$ cat config.mk
export PLATFORM = sky130hd
export DESIGN_NAME = lfsr_bus_ctrl
export DESIGN_NICKNAME = d
export VERILOG_FILES = /design/src/rtl/lfsr_bus_ctrl.sv
export SDC_FILE = /design/constraint.sdc
export NUM_CORES = 1
export LEC_CHECK = 0
export CAP_MARGIN = 20
export CELL_PAD_IN_SITES_DETAIL_PLACEMENT = 0
export CELL_PAD_IN_SITES_GLOBAL_PLACEMENT = 1
export CORE_ASPECT_RATIO = 1.2
export CORE_UTILIZATION = 33
export CTS_CLUSTER_SIZE = 16
export DETAILED_ROUTE_END_ITERATION = 8
export PLACE_DENSITY_LB_ADDON = 0.1
export SLEW_MARGIN = 10
export SYNTH_ARGS = -nofsm -noshare
export SYNTH_HDL_FRONTEND = slang
export SYNTH_SLANG_ARGS = --single-unit
$ cat constraint.sdc
create_clock -name clk -period 2.1 [get_ports clk]
set_input_delay 0.63 -clock clk [delete_from_list [all_inputs] [get_ports clk]]
set_output_delay 0.63 -clock clk [all_outputs]
set_load 0.02 [all_outputs]
$ cat src/rtl/lfsr_bus_ctrl.sv
// Round-robin sequencer for the LFSR data slave: address, compare,
// capture strobe, timed bus drive and ack/err back to the requester.
module lfsr_bus_ctrl #(
    parameter int ADDR_W = 4,
    parameter int HOLD   = 2
) (
    input  logic              clk,
    input  logic              rst_n,
    input  logic [1:0]        req,
    input  logic [ADDR_W-1:0] addr0,
    input  logic [ADDR_W-1:0] addr1,
    input  logic              A_eq_Faddr,
    output logic [ADDR_W-1:0] a,
    output logic              q1_id,
    output logic              D_en,
    output logic              lfsr_step,
    output logic [1:0]        gnt,
    output logic [1:0]        ack,
    output logic [1:0]        err,
    output logic              busy
);

    typedef enum logic [2:0] {
        IDLE,
        ADDR,
        LOAD,
        DRIVE,
        MISS,
        DONE
    } state_t;

    localparam logic [3:0] CNT_LAST = 4'(HOLD - 1);

    state_t            state_q, state_d;
    logic [ADDR_W-1:0] a_q, a_d;
    logic              g_q, g_d;
    logic              rr_q, rr_d;
    logic [3:0]        cnt_q, cnt_d;
    logic              win;

    always_ff @(posedge clk or negedge rst_n) begin
        if (!rst_n) begin
            state_q <= IDLE;
            a_q     <= '0;
            g_q     <= 1'b0;
            rr_q    <= 1'b0;
            cnt_q   <= '0;
        end else begin
            state_q <= state_d;
            a_q     <= a_d;
            g_q     <= g_d;
            rr_q    <= rr_d;
            cnt_q   <= cnt_d;
        end
    end

    always_comb begin
        state_d = state_q;
        a_d     = a_q;
        g_d     = g_q;
        rr_d    = rr_q;
        cnt_d   = cnt_q;
        win     = 1'b0;
        unique case (state_q)
            IDLE: begin
                if (req != 2'b00) begin
                    // both requesting: the round-robin pointer decides
                    win     = (req == 2'b11) ? rr_q : req[1];
                    g_d     = win;
                    a_d     = win ? addr1 : addr0;
                    state_d = ADDR;
                end
            end
            ADDR: begin
                state_d = A_eq_Faddr ? LOAD : MISS;
            end
            LOAD: begin
                cnt_d   = CNT_LAST;
                state_d = DRIVE;
            end
            DRIVE: begin
                if (cnt_q == 4'd0) begin
                    state_d = DONE;
                end else begin
                    cnt_d = cnt_q - 4'd1;
                end
            end
            MISS: begin
                state_d = DONE;
            end
            DONE: begin
                rr_d    = ~g_q;
                state_d = IDLE;
            end
            default: begin
                state_d = IDLE;
            end
        endcase
    end

    logic [1:0] onehot;
    logic       active;
    logic       drv;

    assign onehot = g_q ? 2'b10 : 2'b01;
    assign active = (state_q != IDLE) && (state_q != DONE);
    assign drv    = (state_q == DRIVE);

    // outputs depend only on registered state, never on req/A_eq_Faddr
    assign a         = a_q;
    assign busy      = active;
    assign gnt       = active ? onehot : 2'b00;
    assign q1_id     = (state_q == LOAD);
    assign D_en      = drv;
    assign lfsr_step = drv && (cnt_q == CNT_LAST);
    assign ack       = (drv && (cnt_q == 4'd0)) ? onehot : 2'b00;
    assign err       = (state_q == MISS) ? onehot : 2'b00;

endmodule

# == After elaboration in Yosys (flattened, before gate mapping) ==
# Index checks and enable logic that the tools add are counted.
# totals
reg_bits,13
inputBits,13
# op_classes
n_eq_ne,11
n_reduce_logical,11
bitwise,1
add_sub_neg,1
muxes,12
# op_table
operator,count
$pmux W3 S5,1
$mux W3,3
$mux W2,4
$mux W4,2
$pmux W4 S2,1
$eq A3 B2 Y1 const B,2
$eq A3 B3 Y1 const B,2
$reduce_and A2 Y1,3
$eq A4 B1 Y1 const B,1
$logic_not A4 Y1,1
$ne A2 B2 Y1 const B,2
$reduce_bool A2 Y1,2
$sub A4 B1 Y4 const B,1
$eq A3 B1 Y1 const B,1
$logic_and A1 B1 Y1,3
$logic_not A3 Y1,1
$ne A3 B3 Y1 const B,1
$reduce_bool A3 Y1,1
$eq A2 B2 Y1 const B,1
$ne A2 B1 Y1 const B,1
$mux W1,1
$not A1 Y1,1

# == Depth between registers and ports, before layout ==
# Gate-level depths: netlist (run 1).
# logic_depth
ltp_word,3
mapped_depth,5

# == Worst setup path after synthesis (run 1) ==
# No wires, ideal clock.
# synth_timing
kind,register -> output
from,reg cnt_q[0]
to,out ack[0]
t_arrival_ns,1.511
required_ns,1.470
path_stages_with_launch,5
setup_slack_ns,-0.041
path_cell_list,dfrtp_1 -> inv_1 -> ha_1 -> or3b_4 -> nor3_1
# synth_between
elab_chain_len,3
# synth_lines
element,line,rtl
from (decl),38,"logic [3:0] cnt_q, cnt_d;"
from (signal assigned),53,cnt_q <= cnt_d;
$logic_not A4 Y1,116,assign ack = (drv && (cnt_q == 4'd0)) ? onehot : 2'b00;
$logic_and A1 B1 Y1,116,
$mux W2,116,
to (decl),18,"output logic [1:0] ack,"
# No other way between the ends.

# == Worst setup path after layout (run 1) ==
# layout_timing
from,reg cnt_q[1]
to,out ack[0]
# The elaborated chain is that of the path after synthesis.

==> metrics.txt, run 1 <==
status=complete, but fails checks; failing checks=negative setup slack; multi-input combinational cell area=452.9 um2; sw frac=0.4238; Pre-Repair DR Iteration Count=4; site row count=19; flop and latch count out of synthesis=13; Syn Area/Cell=9.871 um2; initial antenna violation count=0; 1st-iter DRT viols=5; most frequent cell after synthesis=dfrtp_1; Hold Path Class=flip-flop to flip-flop; Residual DRC=0; antenna cells=0; Reg power frac=0.270; Critical Path Fanout Max=3; initial core utilization=0.3503; first-pass GRT wire length=3.174 mm; Main synth FF type=dfrtp_1; WL per Instance=13.13 um; routed wire length=2.087 mm; Slew @ Worst Pin=0.6511 ns; Reg clk slew, reported paths=0.08 ns; layout cell share with drive strength beyond 1=0.3594; Worst-Skew Late Latency=0.28 ns; Max Cap Viol=0; vias post-DR=785; Remaining Overflow, GRT=0; FF/Latch Area=329.1 um2; RSZ-0062 raised after global routing=yes; CTS Sinks=13; post-synth top area share=0.4069; VDD IR-drop max=0.0007136 V; EDFF count, synth=0; Worst slew margin=0.5645; Cell Area, Synth=799.5 um2; P_leak=0.0005848 uW; Critical Path RT=1.47 ns; Max clock buf depth=2; total power=1826 uW; min cycle time layout=2.203 ns; Num CTS Buffers=3; Post-Syn Instances=81; GRT Overall Usage=0.1670; arrival time at the worst endpoint=1.57 ns; RD Place Congestion=0.7559; register area share after synthesis=0.4069; asr flop ratio synth=1.000; Int Pwr=1052 uW; Layout fillers=224; Worst Clk Skew=0.007865 ns; CTS tree=built; Slew Limit Fails=0; post-route cell area=0.001261 mm2; Fmax=454.0 MHz; io pins=27; DP HPWL=1.540 mm; total die area=0.002625 mm2; core footprint=0.002282 mm2; post-layout util=0.5526; antenna-violating nets left=0; clock root buffer=clkbuf_4; classification of the worst setup path=flip-flop to primary output; Die Y=55.92 um; cts hold-fix bufs=0; syn nets=97; pwr dens=1448 mW/mm2; # H-tree levels=1; Area Growth Syn to Fin=57.75%; part of the cycle the worst path needs=1.049; Netlist cell types=31; DR vias/cell=4.937; CP startpoint kind=flip-flop; setup violators final=2; yosys warns=0; most instantiated cells after synthesis=dfrtp_1 (13), nor2_1 (8), inv_1 (7); pre-CTS WS=-0.3794 ns; Post-DP Area=0.001192 mm2; largest cells by area after synthesis=dfrtp_1 (41%), ha_1 (4.7%), a2bb2oi_1 (4.4%); Die W=46.94 um; Worst setup EP type=primary output; Final Net Count=145; vias in the first global route=752; final hold vios=0; Psw=774.0 uW; Clock Power Share=0.087; Setup WS post-layout=-0.1028 ns; combinational power share=0.643; leading area contributor after synthesis=dfrtp_1; PortBufs=26; largest net degree at the start of global routing=14
[registers in the layout, summed over array words and instances, names as in the netlist]
signal and flops:
a 4, cnt_q 4, state_q 3, g_q 1, rr_q 1
[through the flow]
| step | TNS, ns | std cells | hold WS (ns) |
|---|---|---|---|
| final | -0.1955 | 159 | 0.5544 |
| after floorplan | -0.08211 | 81 | 0.3344 |
| after global routing | -0.2955 | 159 | 0.5803 |
| after CTS | -0.2060 | 156 | 0.5660 |
| after detailed placement | -0.7438 | 151 | 0.5373 |
| after global placement | -0.6705 | 151 | 0.5328 |
[metal layers]
metal,vias up,GRT usage,part of all wire,wire length (um)
met3,4,0.01948,0.040,83
met5,-,0,0,0
li1,387,-,-,-
met1,373,0.2092,0.46,953
met4,0,0.06122,0.012,26
met2,21,0.2817,0.49,1023
[critical path, stage by stage, from the launching register on]
cell,delay (ns)
dfrtp_1,0.39
inv_2,0.09
ha_4,0.13
or3b_4,0.40
nor3_2,0.13
buf_4,0.16
[what timing repair did]
item                                    CTS  global route
endpoints found under the setup margin   10             9
cloned                                    0             0
buffers inserted                          1             3
resized for setup                        31            13
pin swaps                                 1             0
[power by group through the flow]
stage               logic [uW]  clock network [uW]  registers, uW
detailed placement        1140                   0            489
global route              1280                 174            508
CTS                       1120                 161            494
finish                    1170                 159            492
global placement          1130                   0            484
floorplan                  635                   0            499
[cell type report]
type,instances,area share
inverters,7,0.02083
clock buffers,4,0.02083
multi-input cells,58,0.3591
well taps,31,0.03075
flip-flops and latches,13,0.2609
repair buffers,46,0.3075
[worst paths after layout]
| kind | end | startpoint | depth (start not counted) | slack, ns |
|---|---|---|---|---|
| setup / recovery | ack[0] | cnt_q[1]$_DFFE_PN0P_ | 5 | -0.10 |
| setup reg to reg | cnt_q[1]$_DFFE_PN0P_ | cnt_q[1]$_DFFE_PN0P_ | 6 | 0.51 |
| min in group asynchronous | rr_q$_DFFE_PN0N_ | rst_n | 1 | 0.74 |
| max in group asynchronous | state_q[1]$_DFFE_PN0P_ | rst_n | 1 | 0.90 |
| hold / removal | a[3]$_DFFE_PN0P_ | a[3]$_DFFE_PN0P_ | 1 | 0.55 |
| hold reg to reg | a[3]$_DFFE_PN0P_ | a[3]$_DFFE_PN0P_ | 1 | 0.55 |
[cell usage in the layout, fill, tap and decap left out, types with 2 or more instances in the layout]
cell | synthesis | final
a21oi_1 | 4 | 4
a2bb2oi_1 | 4 | 4
buf_4 | 2 | 21
clkbuf_2 | 0 | 3
clkbuf_4 | 0 | 3
clkdlybuf4s15_1 | 0 | 3
clkdlybuf4s50_1 | 0 | 16
dfrtp_1 | 13 | 10
dfrtp_2 | 0 | 3
ha_1 | 3 | 2
inv_1 | 7 | 5
inv_2 | 0 | 2
mux2_2 | 2 | 2
nand2_1 | 4 | 4
nand2b_1 | 2 | 2
nor2_1 | 8 | 7
nor2b_1 | 3 | 3
nor3_4 | 1 | 2
o21ai_0 | 4 | 4
o31ai_1 | 2 | 2
o32ai_1 | 4 | 4
[cells by family after synthesis]
family                     Yosys count  share of synthesized area
and+or+nand+nor                     28                     0.2191
AOI/OAI and AO/OA                   24                     0.2222
DFF                                 13                     0.4069
buffers and inverters               10                    0.06573
adders and majority gates            3                    0.04695
muxes                                2                    0.02817
xor gates and xnor gates             1                    0.01096
No activity file was read; power rests on OpenSTA's default activity.
==> inputs of run 2 (changes only) <==
--- a/config.mk
+++ b/config.mk
@@ -10,3 +10,3 @@
 export CELL_PAD_IN_SITES_GLOBAL_PLACEMENT = 1
-export CORE_ASPECT_RATIO = 1.2
+export CORE_ASPECT_RATIO = 1.1
 export CORE_UTILIZATION = 33
==> constraint.sdc (replaced) <==
create_clock -name clk -period 2.1 [get_ports clk]
set_input_delay 0.21 -clock clk [delete_from_list [all_inputs] [get_ports clk]]
set_output_delay 0.21 -clock clk [all_outputs]
set_load 0.02 [all_outputs]
==> metrics.txt, run 2 (same netlist as run 1, synthesis figures left out) <==
status=completed; sw frac=0.4342 (+0.01034); multi-input combinational cell area=426.7 um2 (-5.8%); PortBufs=26 (unchanged); Pre-Repair DR Iteration Count=4 (unchanged); r2r setup slk=0.59 ns (+0.08 ns); classification of the worst setup path=flip-flop to primary output; Fmax=498.3 MHz (+9.8%); first-pass GRT wire length=2.766 mm (-13%); Worst setup EP type=primary output; leading cell types in the layout, fill and taps excluded=clkdlybuf4s50_1 (23), dfrtp_1 (11), nor2_1 (8), inv_1 (7); FF/Latch Area=327.8 um2 (-0.38%); Slew @ Worst Pin=0.5929 ns (-0.05824 ns); part of the cycle the worst path needs=0.9555 (-0.09340); min cycle time layout=2.007 ns (-0.1961 ns); Final Net Count=128 (-12%); CP max stage delay=0.60 ns (+0.20 ns); CTS Sinks=13 (unchanged); core footprint=0.002275 mm2 (-0.33%); Setup TNS Final=0 ns (+0.1955 ns); initial antenna violation count=0 (unchanged); Int Pwr=927.0 uW (-12%); io pins=27 (unchanged); combinational power share=0.581 (-0.062); setup violators final=0 (-2); gr busiest metal=met2; Max clock buf depth=2 (unchanged); Worst-Skew Late Latency=0.27 ns (about the same); Remaining Overflow, GRT=0 (unchanged); Worst Clk Skew=0.001468 ns (-0.006397 ns); Psw=711.3 uW (-8.1%); DR vias/cell=5.106 (+3.4%); # placed instances=137 (-9.3%); vias post-DR=720 (-8.3%); initial core utilization=0.3515 (+0.001156); 1st-iter DRT viols=6 (+1); Reg clk slew, reported paths=0.08 ns (about the same); CTS tree=built; layout cell share with drive strength beyond 1=0.1802 (-0.1792); VDD IR-drop max=0.0007623 V (+6.8%); total power=1638 uW (-10%); Reg power frac=0.325 (+0.055); Layout Cells excl Fill=141 (-11%); Worst slew margin=0.6035 (+0.03895); reg2reg end=cnt_q[0]$_DFFE_PN0P_; RD Place Congestion=0.7876 (+4.2%); Clock Power Share=0.094 (+0.007); Critical Path Fanout Max=8 (+5); vias in the first global route=596 (-21%); Area Growth Syn to Fin=39.75%; CP startpoint kind=flip-flop; Slowest-stage cell, CP=clkdlybuf4s50_1; final hold vios=0 (unchanged); GRT Overall Usage=0.1437 (-0.02333); GR met3 Demand/Resource=0.03672 (+0.01724); antenna cells=0 (unchanged); clock root buffer=clkbuf_4; Layout fillers=227 (+1.3%); Slew Limit Fails=0 (unchanged); FF-to-FF Start=cnt_q[1]$_DFFE_PN0P_; routed wire length=1.908 mm (-8.6%); cell breakdown of the critical path=buf_4, nand2_1, nor2_1, clkdlybuf4s50_1; Bufs and invs on worst path=2 (unchanged); RSZ-0062 raised after global routing=no; DP HPWL=1.450 mm (-5.9%); Critical Path RT=1.89 ns (+0.42 ns); Max Cap Viol=0 (unchanged); arrival time at the worst endpoint=1.80 ns (+0.23 ns); Residual DRC=0 (unchanged); cell count of the worst reg-to-reg path=5 (-1); P_leak=0.0004897 uW (-16%); # H-tree levels=1 (unchanged); antenna-violating nets left=0 (unchanged); Num CTS Buffers=3 (unchanged); cts hold-fix bufs=0 (unchanged); M1 GR Usage=0.1837 (-0.02550); WL per Instance=13.53 um (+3.1%); Hold Path Class=primary input to asynchronous set/reset pin; CP top delay family=buffers and inverters; largest net degree at the start of global routing=14 (unchanged); total die area=0.002624 mm2 (about the same); pwr dens=1466 mW/mm2 (+1.3%); site row count=18 (-1); Die Y=53.63 um (-4.1%); commonest non-fill, non-tap cell in the layout=clkdlybuf4s50_1; met2 Use GR=0.2269 (-0.05489); Die W=48.93 um (+4.3%)
-- run 2: final cells by class --
class / instances / area share
inverters: 7 / 0.02352
flip-flops and latches: 13 / 0.2934
multi-input cells: 58 / 0.3819
clock buffers: 3 / 0.02016
clock inverters: 1 / 0.004479
well taps: 30 / 0.03359
repair buffers: 29 / 0.2430
-- run 2: worst reg2reg max path, cell delays in order (launching register included) --
cell and delay (ns):
dfrtp_1 0.39, inv_1 0.08, ha_1 0.19, or3b_4 0.42, a211oi_1 0.25, a21oi_1 0.07
-- run 2: what timing repair did --
item	in CTS	in global routing
setup endpoints to repair	5	2
resized for setup	6	6
buffers inserted	0	0
-- run 2: metrics by stage --
step                      setup WS, ns  instance area [um2]  utilization  hold slack (ns)
after floorplan                 0.3789                799.5            -         -0.08559
after global placement          0.1202                 1094       0.4807           0.5246
after detailed placement       0.08226                 1094       0.4807           0.5418
after CTS                      0.05146                 1125       0.4945           0.3302
after global routing           0.02486                 1117       0.4912           0.3568
final                          0.09337                 1117       0.4912           0.3069
-- run 2: how the worst max path moves through the flow --
stage | end | slack (ns) | from | cells past startpoint
floorplan | ack[0] | 0.38 | cnt_q[0]$_DFFE_PN0P_ | 4
global placement | ack[1] | 0.12 | cnt_q[0]$_DFFE_PN0P_ | 5
finish | err[1] | 0.09 | state_q[2]$_DFFE_PN0P_ | 4
CTS | ack[1] | 0.05 | cnt_q[1]$_DFFE_PN0P_ | 5
detailed placement | ack[1] | 0.08 | cnt_q[1]$_DFFE_PN0P_ | 5
global route | err[1] | 0.02 | state_q[2]$_DFFE_PN0P_ | 4
-- run 2: routing by layer --
| layer | up-vias | wire [um] |
|---|---|---|
| li1 | 355 | - |
| met1 | 338 | 939 |
| met2 | 22 | 838 |
| met3 | 5 | 102 |
| met4 | 0 | 29 |
| met5 | - | 0 |
-- run 2: power groups by stage --
| stage | combinational (uW) | clock (uW) | sequential [uW] |
|---|---|---|---|
| after global routing | 1030 | 173 | 547 |
| final | 952 | 154 | 532 |
| after global placement | 955 | 0 | 528 |
| after detailed placement | 954 | 0 | 531 |
| after CTS | 960 | 162 | 533 |
| after floorplan | 635 | 0 | 499 |
==> inputs of run 3 (changes only) <==
Settings changed: ABC_CLOCK_PERIOD_IN_PS from default to 2100, CORE_UTILIZATION 33 to 44, DONT_BUFFER_PORTS from default to 1, SLEW_MARGIN 10 to 0.
==> metrics.txt, run 3 (same netlist as run 1, synthesis figures left out) <==
status=completed; Worst-Skew Late Latency=0.28 ns (about the same); P_leak=0.0003882 uW (-21%); layout cell share with drive strength beyond 1=0.1744 (-0.005762); CTS tree=built; Reg clk slew, reported paths=0.08 ns (about the same); Hold Startpoint=req[0]; antenna cells=0 (unchanged); post-layout util=0.5257 (+0.03447); Fmax=516.2 MHz (+3.6%); Slowest-stage cell, CP=dfrtp_1; arrival time at the worst endpoint=1.73 ns (-0.07 ns); DR vias/cell=6.146 (+20%); Worst slew margin=0.5891 (-0.01442); # Post-CTS Setup Buffers=0 (unchanged); cell count of the worst reg-to-reg path=5 (unchanged); pre-CTS WS=0.4426 ns (+0.3604 ns); vias post-DR=633 (-12%); Die W=42.65 um (-13%); # placed instances=98 (-28%); Num CTS Buffers=3 (unchanged); final hold vios=0 (unchanged); CP max stage delay=0.43 ns (-0.17 ns); Max Used Layer=met4; # H-tree levels=1 (unchanged); Critical Path RT=1.89 ns (about the same); largest net degree at the start of global routing=14 (unchanged); cell breakdown of the critical path=inv_1, ha_1, or3b_4, nor3_1, buf_4; classification of the worst setup path=flip-flop to primary output; crit path from=cnt_q[0]$_DFFE_PN0P_; Setup TNS Final=0 ns (unchanged); Max Cap Viol=0 (unchanged); site row count=15 (-3); Remaining Overflow, GRT=0 (unchanged); FF-to-FF Start=cnt_q[0]$_DFFE_PN0P_; Setup WS post-layout=0.1626 ns (+0.06925 ns); GRT Overall Usage=0.1843 (+0.04060); Die Y=46.71 um (-13%); pwr dens=1618 mW/mm2 (+10%); WHS Endpoint=state_q[0]$_DFFE_PN0P_; total die area=0.001992 mm2 (-24%); min cycle time layout=1.937 ns (-0.06925 ns); metal3 WL=74 um (-27%); Worst Clk Skew=0.003441 ns (+0.001972 ns); clock root buffer=clkbuf_4; RSZ-0062 raised after global routing=no; DP HPWL=1.262 mm (-13%); part of the cycle the worst path needs=0.9226 (-0.03298); Area Growth Syn to Fin=7.355%; reg2reg end=cnt_q[0]$_DFFE_PN0P_; WL met1=759 um (-19%); Slew @ Worst Pin=0.6144 ns (+0.02147 ns); Layout Cells excl Fill=103 (-27%); core footprint=0.001633 mm2 (-28%); PortBufs=0 (-100%); Worst setup EP type=primary output; metal2 WL=817 um (-2.5%); commonest non-fill, non-tap cell in the layout=dfrtp_1; io pins=27 (unchanged); WL per Instance=16.21 um (+20%); routed wire length=1.670 mm (-12%); r2r setup slk=0.50 ns (-0.09 ns); VDD IR-drop max=0.0007246 V (-4.9%); setup violators final=0 (unchanged); CP startpoint kind=flip-flop; 1st-iter DRT viols=15 (+9); Pre-Repair DR Iteration Count=4 (unchanged); initial antenna violation count=0 (unchanged); Hold Path Stages=2; Max clock buf depth=2 (unchanged); CTS Sinks=13 (unchanged); vias in the first global route=579 (-2.9%); first-pass GRT wire length=2.649 mm (-4.2%); RD Place Congestion=0.8227 (+4.5%); Final Net Count=103 (-20%); initial core utilization=0.4897 (+0.1382); final hold slack=0.06189 ns (-0.2450 ns); antenna-violating nets left=0 (unchanged); Residual DRC=0 (unchanged); leading cell types in the layout, fill and taps excluded=dfrtp_1 (13), nor2_1 (8), inv_1 (7); Critical Path Fanout Max=5 (-3); Slew Limit Fails=0 (unchanged); Hold Path Class=primary input to flip-flop
-- run 3: cell types whose count changed in the layout (fill, tap and decap cells not counted) --
cell,delta
clkdlybuf4s50_1,-23
nor3b_1,+1
nor3_1,-1
clkbuf_1,+1
nor3_2,+1
dfrtp_2,-2
nor3b_2,-1
dfrtp_1,+2
dlygate4sd3_1,+1
clkbuf_2,-2
clkinv_2,-1
dlygate4sd2_1,-1
-- run 3: what timing repair did --
item	4_1_cts	5_1_grt
hold endpoints to repair	13	0
hold buffers	1	0
gates resized for setup	0	1
setup endpoints to repair	0	1
-- run 3: how the worst max path moves through the flow --
stage	endpoint	slack, ns	cells past startpoint
global placement	ack[0]	0.49	5
global route	ack[0]	0.04	5
detailed placement	ack[1]	0.44	5
floorplan	ack[0]	0.38	4
finish	ack[0]	0.16	5
CTS	ack[1]	0.14	5
-- run 3: area by class of cell --
cell class | count | area (um2)
Timing Repair Buffer | 4 | 32.53
Inverter | 7 | 26.28
Tap cell | 17 | 21.27
Clock buffer | 4 | 26.28
Fill cell | 158 | 774.5
Sequential cell | 13 | 325.3
Multi-Input combinational cell | 58 | 426.7
-- run 3: power breakdown --
| part | switching [uW] | internal [uW] | leakage [uW] |
|---|---|---|---|
| Clock | 85.7 | 73.6 | 0.0000150 |
| Combinational | 365 | 275 | 0.000221 |
| Sequential | 223 | 366 | 0.000153 |
| Total | 673 | 715 | 0.000388 |
-- run 3: critical path: cells and delay by family (launching register included) --
kind | cells | cell delay [ns]
AND/OR/NAND/NOR | 2 | 0.57
adder cells (fa/ha/maj) | 1 | 0.19
buffers and inverters | 2 | 0.27
flip-flops | 1 | 0.43
-- run 3: metal layers --
metal / vias up / global-route usage
met5: - / 0
met4: 0 / 0.07500
met3: 4 / 0.03529
met2: 20 / 0.2848
met1: 307 / 0.2567
li1: 302 / -
-- run 3: through the flow --
step | power [uW] | cell area, um2
2_1_floorplan | 1134 | 799.5
3_3_place_gp | 1215 | 817.0
3_5_place_dp | 1230 | 817.0
4_1_cts | 1394 | 853.3
5_1_grt | 1508 | 858.3
6_report | 1389 | 858.3
